===== src/rtl/fetch_unit.sv =====
// VLIW fetch front end: owns the fetch PC, keeps one bundle request in flight to the
// I-cache, and queues returned bundles for decode. Optional counters: FETCH_STATS_EN.
module fetch_unit #(
   parameter int NFU                                     = 2,
   parameter int PHYSICAL_ADDRESS_LENGTH                 = 56,
   parameter int QUEUE_DEPTH                             = 4,
   parameter logic [PHYSICAL_ADDRESS_LENGTH-1:0] RESET_PC = '0
) (
   input  logic                               clk,
   input  logic                               rst_n,
   output logic                               cache_req,
   output logic [PHYSICAL_ADDRESS_LENGTH-1:0] cache_addr,
   input  logic                               cache_resp_valid,
   input  logic                               cache_miss,
   input  logic [NFU*32-1:0]                  cache_data,
   input  logic                               refill_done,
   input  logic                               redirect_valid,
   input  logic [PHYSICAL_ADDRESS_LENGTH-1:0] redirect_pc,
   output logic                               bundle_valid,
   input  logic                               bundle_ready,
   output logic [NFU*32-1:0]                  bundle_data,
   output logic [PHYSICAL_ADDRESS_LENGTH-1:0] bundle_pc,
   output logic                               fetch_fault
`ifdef FETCH_STATS_EN
   ,
   output logic [31:0]                        stat_fetches,
   output logic [31:0]                        stat_misses
`endif
);
   localparam int AW         = PHYSICAL_ADDRESS_LENGTH;
   localparam int BW         = NFU * 32;
   localparam int ALIGN_BITS = $clog2(NFU * 4);
   localparam int PW         = $clog2(QUEUE_DEPTH);
   localparam logic [AW-1:0] STRIDE = AW'(NFU * 4);
   localparam logic [PW:0]   DEPTH  = (PW + 1)'(QUEUE_DEPTH);

   typedef enum logic [2:0] {REQ, WAIT, MISS, DRAIN, FAULT} state_t;

   state_t        state;
   logic [AW-1:0] pc;
   logic          drain_refill;
   logic          drain_fault;

   logic [BW-1:0] q_data [QUEUE_DEPTH];
   logic [AW-1:0] q_pc   [QUEUE_DEPTH];
   logic [PW-1:0] rd_ptr;
   logic [PW-1:0] wr_ptr;
   logic [PW:0]   count;

   logic aligned;
   logic outstanding;
   logic resolved;
   logic push;
   logic pop;

   assign aligned     = (redirect_pc[ALIGN_BITS-1:0] == '0);
   assign outstanding = state inside {WAIT, MISS, DRAIN};
   // The in-flight request finishes this cycle: hit/miss while waiting, refill while missed.
   assign resolved = ((state == WAIT) && (cache_resp_valid || cache_miss))
                  || ((state == MISS) && refill_done)
                  || ((state == DRAIN) && (drain_refill ? refill_done
                                                        : (cache_resp_valid || cache_miss)));
   assign push = (state == WAIT) && cache_resp_valid && !cache_miss && !redirect_valid;
   assign pop  = bundle_valid && bundle_ready && !redirect_valid;

   assign cache_addr   = pc;
   assign bundle_valid = (count != '0);
   assign bundle_data  = bundle_valid ? q_data[rd_ptr] : '0;
   assign bundle_pc    = bundle_valid ? q_pc[rd_ptr]   : '0;

   always_ff @(posedge clk or negedge rst_n) begin
      if (!rst_n) begin
         state        <= REQ;
         pc           <= RESET_PC;
         cache_req    <= 1'b0;
         fetch_fault  <= 1'b0;
         drain_refill <= 1'b0;
         drain_fault  <= 1'b0;
      end else begin
         // NOTE: non-blocking throughout; the default below makes cache_req a one-cycle pulse.
         cache_req <= 1'b0;
         if (redirect_valid) begin
            pc          <= redirect_pc;
            fetch_fault <= !aligned;
            drain_fault <= !aligned;
            if (outstanding && !resolved) begin
               state        <= DRAIN;
               drain_refill <= (state == MISS) || ((state == DRAIN) && drain_refill);
            end else begin
               state <= aligned ? REQ : FAULT;
            end
         end else begin
            case (state)
               REQ: begin
                  if (count < DEPTH) begin
                     cache_req <= 1'b1;
                     state     <= WAIT;
                  end
               end
               WAIT: begin
                  if (cache_miss) begin
                     state <= MISS;
                  end else if (cache_resp_valid) begin
                     pc    <= pc + STRIDE;
                     state <= REQ;
                  end
               end
               MISS: begin
                  if (refill_done) state <= REQ;
               end
               DRAIN: begin
                  if (resolved) state <= drain_fault ? FAULT : REQ;
               end
               FAULT: state <= FAULT;
               default: state <= REQ;
            endcase
         end
      end
   end

   always_ff @(posedge clk or negedge rst_n) begin
      if (!rst_n) begin
         rd_ptr <= '0;
         wr_ptr <= '0;
         count  <= '0;
      end else if (redirect_valid) begin
         rd_ptr <= '0;
         wr_ptr <= '0;
         count  <= '0;
      end else begin
         if (push) wr_ptr <= wr_ptr + PW'(1);
         if (pop)  rd_ptr <= rd_ptr + PW'(1);
         if (push && !pop)      count <= count + (PW + 1)'(1);
         else if (pop && !push) count <= count - (PW + 1)'(1);
      end
   end

   // NOTE: queue storage is not reset; entries are only visible behind count, and the
   // head outputs are forced to zero while the queue is empty.
   always_ff @(posedge clk) begin
      if (push) begin
         q_data[wr_ptr] <= cache_data;
         q_pc[wr_ptr]   <= pc;
      end
   end

`ifdef FETCH_STATS_EN
   always_ff @(posedge clk or negedge rst_n) begin
      if (!rst_n) begin
         stat_fetches <= '0;
         stat_misses  <= '0;
      end else begin
         if (push && (stat_fetches != '1)) stat_fetches <= stat_fetches + 32'd1;
         if (cache_miss && (state != DRAIN) && (stat_misses != '1))
            stat_misses <= stat_misses + 32'd1;
      end
   end
`endif

endmodule


===== config.mk =====
export PLATFORM = sky130hd
export DESIGN_NAME = fetch_unit
export DESIGN_NICKNAME = d
export VERILOG_FILES = /design/src/rtl/fetch_unit.sv
export SDC_FILE = /design/constraint.sdc
export NUM_CORES = 1
export LEC_CHECK = 0
export CELL_PAD_IN_SITES_DETAIL_PLACEMENT = 1
export CELL_PAD_IN_SITES_GLOBAL_PLACEMENT = 1
export CORE_MARGIN = 5
export CORE_UTILIZATION = 42
export CTS_CLUSTER_DIAMETER = 100
export DETAILED_ROUTE_END_ITERATION = 12
export PLACE_DENSITY = 0.79
export SKIP_LAST_GASP = 1
export SYNTH_ARGS = -nofsm -noshare
export SYNTH_HDL_FRONTEND = slang
export SYNTH_SLANG_ARGS = --single-unit

===== constraint.sdc =====
create_clock -name clk -period 4.7 [get_ports clk]
set_input_delay 0.705 -clock clk [delete_from_list [all_inputs] [get_ports clk]]
set_output_delay 0.705 -clock clk [all_outputs]
set_load 0.01 [all_outputs]

==> results.ini, run 1 <==
[timing]
final-hold-violation-count=0
max_slew_margin=0.346
totalNegativeSetupSlack_ns=0
grt_setup_unrepaired=no
worst_slew_pin_slew_ns=0.981
final-max-slew-violation-count=0
finalWorstPathRequiredPeriod_ns=3.86
setup_viol=0
max_freq_mhz=259
finalHoldWorstSlack_ns=0.255
finClkSkew_ns=0.0206
fin_crit_sh=0.822

[synthesis]
synthesis.instances=1224
seq_area_frac_synth=0.728
ys.flop_type=sky130_fd_sc_hd__edfxtp_1
synthesis.area_um2=22200
synth_top_family_by_area=multiplexers
synth-adder-area-share=0.00373
post_synth_xor_area_fraction=0.0146
synth.top_cell.area_share=0.650
yosys-top-cells-area=sky130_fd_sc_hd__edfxtp_1 (65%), sky130_fd_sc_hd__mux4_2 (12%), sky130_fd_sc_hd__dfrtp_1 (7.8%)
synth.net_count=1357
post_synth_and_or_nand_nor_area_fraction=0.0874
avgSynthCellArea_um2=18.1
synth-compound-area-share=0.0254
synth_top_cell_by_area=sky130_fd_sc_hd__edfxtp_1
post_synthesis_sequential_element_count=549
synth.lib_cells_used.distinct=59
muxShareOfSynthArea=0.126
ys.warnings.count=0
synth-edff-count=480
synth-async-reset-ratio=0.126

[cells_and_area]
final_layout_size_suffix_gt1_frac=0.153
finish.cell_count_without_fillers=2284
filler_cell_count=4829
num-nets-final=1678
synthToLayoutAreaGrowth_pct=26.3
final_core_util=0.534

[setup_path]
path_class=flip-flop to output port
arrival_ns=3.16
cp_slowest_stage_delay_ns=0.89
critical_path.slowest_cell=sky130_fd_sc_hd__dfrtp_4
path_max_fanout=31
critPathRequiredTime_ns=3.99
critical_path_cell_sequence=buf_4, mux4_2, and2_1, clkdlybuf4s50_1
start_kind=flip-flop
timing.critical_path.to_type=output port

[flow_run]
max_cap_viol_count=0

[floorplan]
die_footprint_um2=57500
placement_rows=84
initial_utilization=0.423
core_um2=52400
dieWidth_um=240
io_pins=306
die_h_um=240

[grt]
grt_remaining_overflow=0
first_global_vias=13718
grtUsageTotal=0.201
antenna_found_initial=4
first_pass_grt_wire_length_um=87900
grt_max_degree=70

[detailed_routing]
wl_um=58000
route.vias.total=12609
first_pass_iters=5
detail_route.iter0.violations=793
routed_vias_inst=5.52
drt.antenna.violating_nets=0
drt-wirelength-per-cell_um=25.4
drcViolationCount=0

[placement]
port_buffers=305
gp_congestion=0.769
numPlacedInstances=2173
place_hpwl_um=37000

[clock_network]
cts.repair.resized=0
clk_pin_slew_ns=0.06
worstSkewPairLatency_ns=0.60
post_cts_buffers=0
cts_hold_buf=0
clk_sinks=549
cts_htree_levels=2
cts_tree=yes
clk_root_buffer_cell=sky130_fd_sc_hd__clkbuf_16
cts_inserted_buffers=58
ctsLongestPathBuffers=3

[power_and_ir_drop]
vdd_drop_max_v=0.000350
power.density_nw_per_um2=511
p_leak_nw=8.99

[min_path]
min-delay-path-class=primary input to async pin

[run_status]
status=finished clean

## worst paths after layout
| path | cells past startpoint | startpoint | slack [ns] | to |
|---|---|---|---|---|
| min in group clk | 1 | count[2] | 0.52 | cache_req |
| setup reg to reg | 8 | count[2] | 1.72 | count[2] |
| hold / removal | 1 | rst_n | 0.26 | cache_addr[27] |
| hold reg to reg | 1 | count[2] | 0.52 | cache_req |
| max in group asynchronous | 1 | rst_n | 3.68 | rd_ptr[0] |
| setup / recovery | 4 | rd_ptr[0] | 0.84 | bundle_data[7] |
## cells in the mapped netlist, types with 3 or more instances
cell type / n
sky130_fd_sc_hd__nor2_1: 30
sky130_fd_sc_hd__nand4_1: 20
sky130_fd_sc_hd__nand3_1: 24
sky130_fd_sc_hd__mux4_2: 120
sky130_fd_sc_hd__xnor2_1: 25
sky130_fd_sc_hd__nor4_1: 15
sky130_fd_sc_hd__clkbuf_1: 48
sky130_fd_sc_hd__or4_1: 11
sky130_fd_sc_hd__xor2_1: 12
sky130_fd_sc_hd__o21ai_0: 40
sky130_fd_sc_hd__dfrtp_1: 69
sky130_fd_sc_hd__inv_1: 12
sky130_fd_sc_hd__nor3_1: 11
sky130_fd_sc_hd__or3_1: 6
sky130_fd_sc_hd__and4_1: 11
sky130_fd_sc_hd__buf_1: 8
sky130_fd_sc_hd__a211oi_1: 3
sky130_fd_sc_hd__and3_1: 8
sky130_fd_sc_hd__nor2b_1: 3
sky130_fd_sc_hd__a22oi_1: 3
sky130_fd_sc_hd__o211ai_1: 4
sky130_fd_sc_hd__and2_1: 123
sky130_fd_sc_hd__o31ai_1: 6
sky130_fd_sc_hd__ha_1: 5
sky130_fd_sc_hd__a31oi_1: 10
sky130_fd_sc_hd__edfxtp_1: 480
sky130_fd_sc_hd__mux2_2: 6
sky130_fd_sc_hd__nand2_1: 62
sky130_fd_sc_hd__o311ai_0: 5
sky130_fd_sc_hd__buf_2: 9
## power by group
| group | switching (mW) | leakage [nW] | total [mW] | internal [mW] |
|---|---|---|---|---|
| clock | 1.82 | 0.906 | 4.44 | 2.62 |
| sequential | 0.293 | 5.16 | 5.74 | 5.45 |
| combinational | 1.84 | 2.93 | 4.12 | 2.28 |
| total | 3.96 | 8.99 | 14.3 | 10.3 |
## worst max-delay path: cells and delay by family, from the launching register on
kind / cells / cell delay (ns)
buf+inv: 2 / 0.94
flops: 1 / 0.89
mux: 1 / 0.55
simple gates: 1 / 0.17
## sequential cells by signal (all words and copies together) (netlist names), 2 cells and up
| name | count |
|---|---|
| count | 3 |
| wr_ptr | 2 |
| q_pc | 224 |
| state | 3 |
| cache_addr | 56 |
| q_data | 256 |
| rd_ptr | 2 |
## layout by cell type, fill, tap and decap left out, types with 13 or more instances in the layout
cell	n
sky130_fd_sc_hd__edfxtp_1	480
sky130_fd_sc_hd__clkdlybuf4s50_1	303
sky130_fd_sc_hd__and2_1	123
sky130_fd_sc_hd__mux4_2	120
sky130_fd_sc_hd__dfrtp_1	67
sky130_fd_sc_hd__nand2_1	62
sky130_fd_sc_hd__clkbuf_16	59
sky130_fd_sc_hd__o21ai_0	40
sky130_fd_sc_hd__nor2_1	30
sky130_fd_sc_hd__xnor2_1	25
sky130_fd_sc_hd__nand3_1	24
sky130_fd_sc_hd__nand4_1	20
sky130_fd_sc_hd__clkinv_1	17
sky130_fd_sc_hd__nor4_1	15
sky130_fd_sc_hd__clkbuf_1	13
## layer usage
layer / vias to the layer above / part of all wire / track usage / wire length (um)
met4: 2 / 0.013 / 0.0380 / 765
met1: 6628 / 0.41 / 0.269 / 23700
met3: 68 / 0.074 / 0.0531 / 4310
met2: 393 / 0.50 / 0.339 / 29200
li1: 5518 / - / - / -
met5: - / 0.00012 / 0 / 7
## metrics by stage
step	cell area, um2	worst slack [ns]	power, mW
4_1_cts	28000	0.692	14.6
3_5_place_dp	26100	1.20	10.1
5_1_grt	28000	0.642	15.0
3_3_place_gp	26100	1.25	10.0
6_report	28000	0.838	14.3
2_1_floorplan	22200	0.243	7.79
## area by class of cell
| class | count | area [um2] | area share |
|---|---|---|---|
| Timing Repair Buffer | 328 | 3370 | 0.120 |
| Multi-Input combinational cell | 596 | 5720 | 0.204 |
| Clock inverter | 36 | 320 | 0.0114 |
| Tap cell | 688 | 861 | 0.0307 |
| Sequential cell | 549 | 16100 | 0.577 |
| Clock buffer | 72 | 1530 | 0.0545 |
| Antenna cell | 3 | 7.51 | 0.000268 |
| Inverter | 12 | 45.0 | 0.00161 |
## kinds of logic (layout without fill, tap and decap cells)
group | after synthesis | count (layout)
flops | 549 | 549
simple gates | 338 | 338
mux | 128 | 128
buf+inv | 79 | 448
fa+ha+maj | 6 | 6
compound gates | 87 | 87
other cells | 0 | 3
xor+xnor | 37 | 37
Note: power is estimated with default switching activity, not from simulation.
==> run 2: changes to the inputs <==
==> constraint.sdc (replaced) <==
create_clock -name clk -period 3.47 [get_ports clk]
set_input_delay 0.5205 -clock clk [delete_from_list [all_inputs] [get_ports clk]]
set_output_delay 0.5205 -clock clk [all_outputs]
set_load 0.01 [all_outputs]
==> run 2 against run 1 <==
Power is 35% higher. Worst setup slack worse by 0.63 ns. Sequential share of layout area is 0.29 points lower. Critical path depth stayed put. Critical path type unchanged.
==> results.ini, run 2 (synthesized netlist as in run 1, its figures left out) <==
[power_and_ir_drop]
combinational_fraction_of_design_power=0.302  ; was 0.288
reg_power_frac=0.395  ; was 0.401
p_sw_mw=5.37  ; was 3.96 mW
vdd_drop_max_v=0.000315  ; was 0.000350 V
switching_share=0.278  ; was 0.277
p_clk_frac=0.303  ; was 0.310
power_report.internal_total_mw=14.0  ; was 10.3 mW
p_leak_nw=9.07  ; was 8.99 nW
power.density_nw_per_um2=687  ; was 511 nW/um2

[cells_and_area]
mostFrequentLayoutCell=sky130_fd_sc_hd__edfxtp_1  ; unchanged
finish.cell_count_without_fillers=2300  ; was 2284
final_cell_mix=sky130_fd_sc_hd__edfxtp_1 (480), sky130_fd_sc_hd__clkdlybuf4s50_1 (303), sky130_fd_sc_hd__and2_1 (123)  ; unchanged
filler_cell_count=4830  ; was 4829
largest_register=q_data  ; unchanged
final_layout_size_suffix_gt1_frac=0.160  ; was 0.153
num-nets-final=1698  ; was 1678
area_of_the_multi_input_gates_um2=5720  ; unchanged
seqCellArea_um2=16100  ; unchanged
synthToLayoutAreaGrowth_pct=27.0  ; was 26.3%
largest_reg_flops=256  ; unchanged

[clock_network]
clk_root_buffer_cell=sky130_fd_sc_hd__clkbuf_16  ; unchanged
cts_htree_levels=2  ; unchanged
cts_tree=yes  ; unchanged
ctsLongestPathBuffers=3  ; unchanged
clk_sinks=549  ; unchanged
cts_hold_buf=0  ; unchanged
cts_inserted_buffers=58  ; unchanged
cts.repair.resized=0  ; unchanged
post_cts_buffers=0  ; unchanged
clk_pin_slew_ns=0.06  ; about the same
worstSkewPairLatency_ns=0.60  ; about the same

[floorplan]
initial_utilization=0.423  ; unchanged
dieWidth_um=240  ; unchanged
core_um2=52400  ; unchanged
placement_rows=84  ; unchanged
io_pins=306  ; unchanged
die_h_um=240  ; unchanged
die_footprint_um2=57500  ; unchanged

[setup_path]
startpoint=rd_ptr[0]  ; unchanged
critPathRequiredTime_ns=2.95  ; was 3.99 ns
arrival_ns=2.74  ; was 3.16 ns
path_max_fanout=21  ; was 31
path_class=flip-flop to output port  ; unchanged
start_kind=flip-flop  ; unchanged
r2r-start=cache_addr[13]  ; was count[2]
timing.critical_path.to_type=output port  ; unchanged

[detailed_routing]
wl_um=58300  ; was 58000 um
drt-wirelength-per-cell_um=25.3  ; was 25.4 um
drt.antenna.violating_nets=0  ; unchanged
route.vias.total=12733  ; was 12609
first_pass_iters=5  ; unchanged
detail_route.iter0.violations=950  ; was 793
routed_vias_inst=5.54  ; was 5.52
drcViolationCount=0  ; unchanged

[grt]
grtUsageTotal=0.201  ; about the same
first_global_vias=13906  ; was 13718
first_pass_grt_wire_length_um=88100  ; was 87900 um
grt_remaining_overflow=0  ; unchanged
antenna_found_initial=4  ; unchanged
grt_max_degree=79  ; was 70

[placement]
numPlacedInstances=2193  ; was 2173
port_buffers=305  ; unchanged
gp_congestion=0.802  ; was 0.769
place_hpwl_um=37600  ; was 37000 um

[flow_run]
max_cap_viol_count=0  ; unchanged

[timing]
setup_viol=0  ; unchanged
finalWorstPathRequiredPeriod_ns=3.26
max_freq_mhz=307
max_slew_margin=0.345  ; was 0.346
worst_slew_pin_slew_ns=0.983  ; was 0.981 ns
finClkSkew_ns=0.0199  ; was 0.0206 ns
final-hold-violation-count=0  ; unchanged
fin_crit_sh=0.939
final-max-slew-violation-count=0  ; unchanged
totalNegativeSetupSlack_ns=0  ; unchanged
grt_setup_unrepaired=no  ; unchanged

[run_status]
status=finished clean  ; unchanged

[min_path]
min-delay-path-class=primary input to async pin  ; unchanged

-- run 2: changes by cell type in the layout (fill, tap and decap cells not counted) --
cell                        previous run  this run
sky130_fd_sc_hd__clkbuf_1             13        24
sky130_fd_sc_hd__buf_12               12        17
sky130_fd_sc_hd__bufinv_16             6         4
sky130_fd_sc_hd__clkbuf_8              0         1
sky130_fd_sc_hd__buf_4                12        27
sky130_fd_sc_hd__diode_2               3         2
sky130_fd_sc_hd__clkinv_4              2         0
sky130_fd_sc_hd__clkinv_1             17         8
sky130_fd_sc_hd__clkinv_2             10         8
-- run 2: path summary, 6_finish.rpt --
check                                 end  depth (start not counted)  slack [ns]
max                         bundle_pc[18]                          4        0.21
min                        cache_addr[28]                          1        0.08
max reg2reg                cache_addr[46]                          5        0.76
min reg2reg                  drain_refill                          1        0.52
max in group asynchronous       rd_ptr[1]                          1        2.65
min in group clk                 state[1]                          3        0.49
-- run 2: layout make-up --
| type | instances | share of cell area |
|---|---|---|
| clock inverters | 21 | 0.00707 |
| inverters | 12 | 0.00160 |
| flip-flops and latches | 549 | 0.574 |
| repair buffers | 348 | 0.127 |
| clock buffers | 84 | 0.0562 |
| well taps | 688 | 0.0306 |
| diodes | 2 | 0.000178 |
| multi-input cells | 596 | 0.203 |
-- run 2: routing by layer --
metal	part of all wire	vias up	global-route usage	routed length [um]
met5	0.00024	-	0	14
met4	0.017	2	0.0399	968
met3	0.067	77	0.0505	3910
met2	0.50	408	0.338	29300
met1	0.41	6699	0.270	24100
li1	-	5547	-	-
-- run 2: critical path, cell delays in order (launching register included) --
cell,delay [ns]
sky130_fd_sc_hd__dfrtp_4,0.46
sky130_fd_sc_hd__buf_4,0.41
sky130_fd_sc_hd__mux4_2,0.55
sky130_fd_sc_hd__and2_1,0.20
sky130_fd_sc_hd__clkdlybuf4s50_1,0.49
-- run 2: power groups by stage --
stage	clock network (mW)	registers [mW]	logic (mW)
after floorplan	0	7.69	2.86
after global placement	0	7.75	5.88
after detailed placement	0	7.77	5.96
after CTS	6.04	7.64	6.00
after global routing	6.33	7.67	6.26
final	5.86	7.64	5.83
-- run 2: metrics by stage --
stage | area, um2 | utilization | power, mW | setup WS [ns] | hold WS, ns
3_5_place_dp | 26400 | 0.503 | 13.7 | 0.467 | 0.511
3_3_place_gp | 26400 | 0.503 | 13.6 | 0.494 | 0.494
6_report | 28100 | 0.537 | 19.3 | 0.210 | 0.0779
4_1_cts | 28100 | 0.536 | 19.7 | 0.114 | 0.0885
2_1_floorplan | 22200 | - | 10.5 | 0.452 | 0.225
5_1_grt | 28100 | 0.537 | 20.3 | 0.0590 | 0.106
==> run 3: changes to the inputs <==
--- a/config.mk
+++ b/config.mk
@@ -11,6 +11,7 @@
 export CORE_UTILIZATION = 42
 export CTS_CLUSTER_DIAMETER = 100
 export DETAILED_ROUTE_END_ITERATION = 12
+export GPL_ROUTABILITY_DRIVEN = 1
 export PLACE_DENSITY = 0.79
 export SKIP_LAST_GASP = 1
 export SYNTH_ARGS = -nofsm -noshare
==> results of run 3 <==
Same layout as run 2: the final DEF is identical, and so are final timing and power.
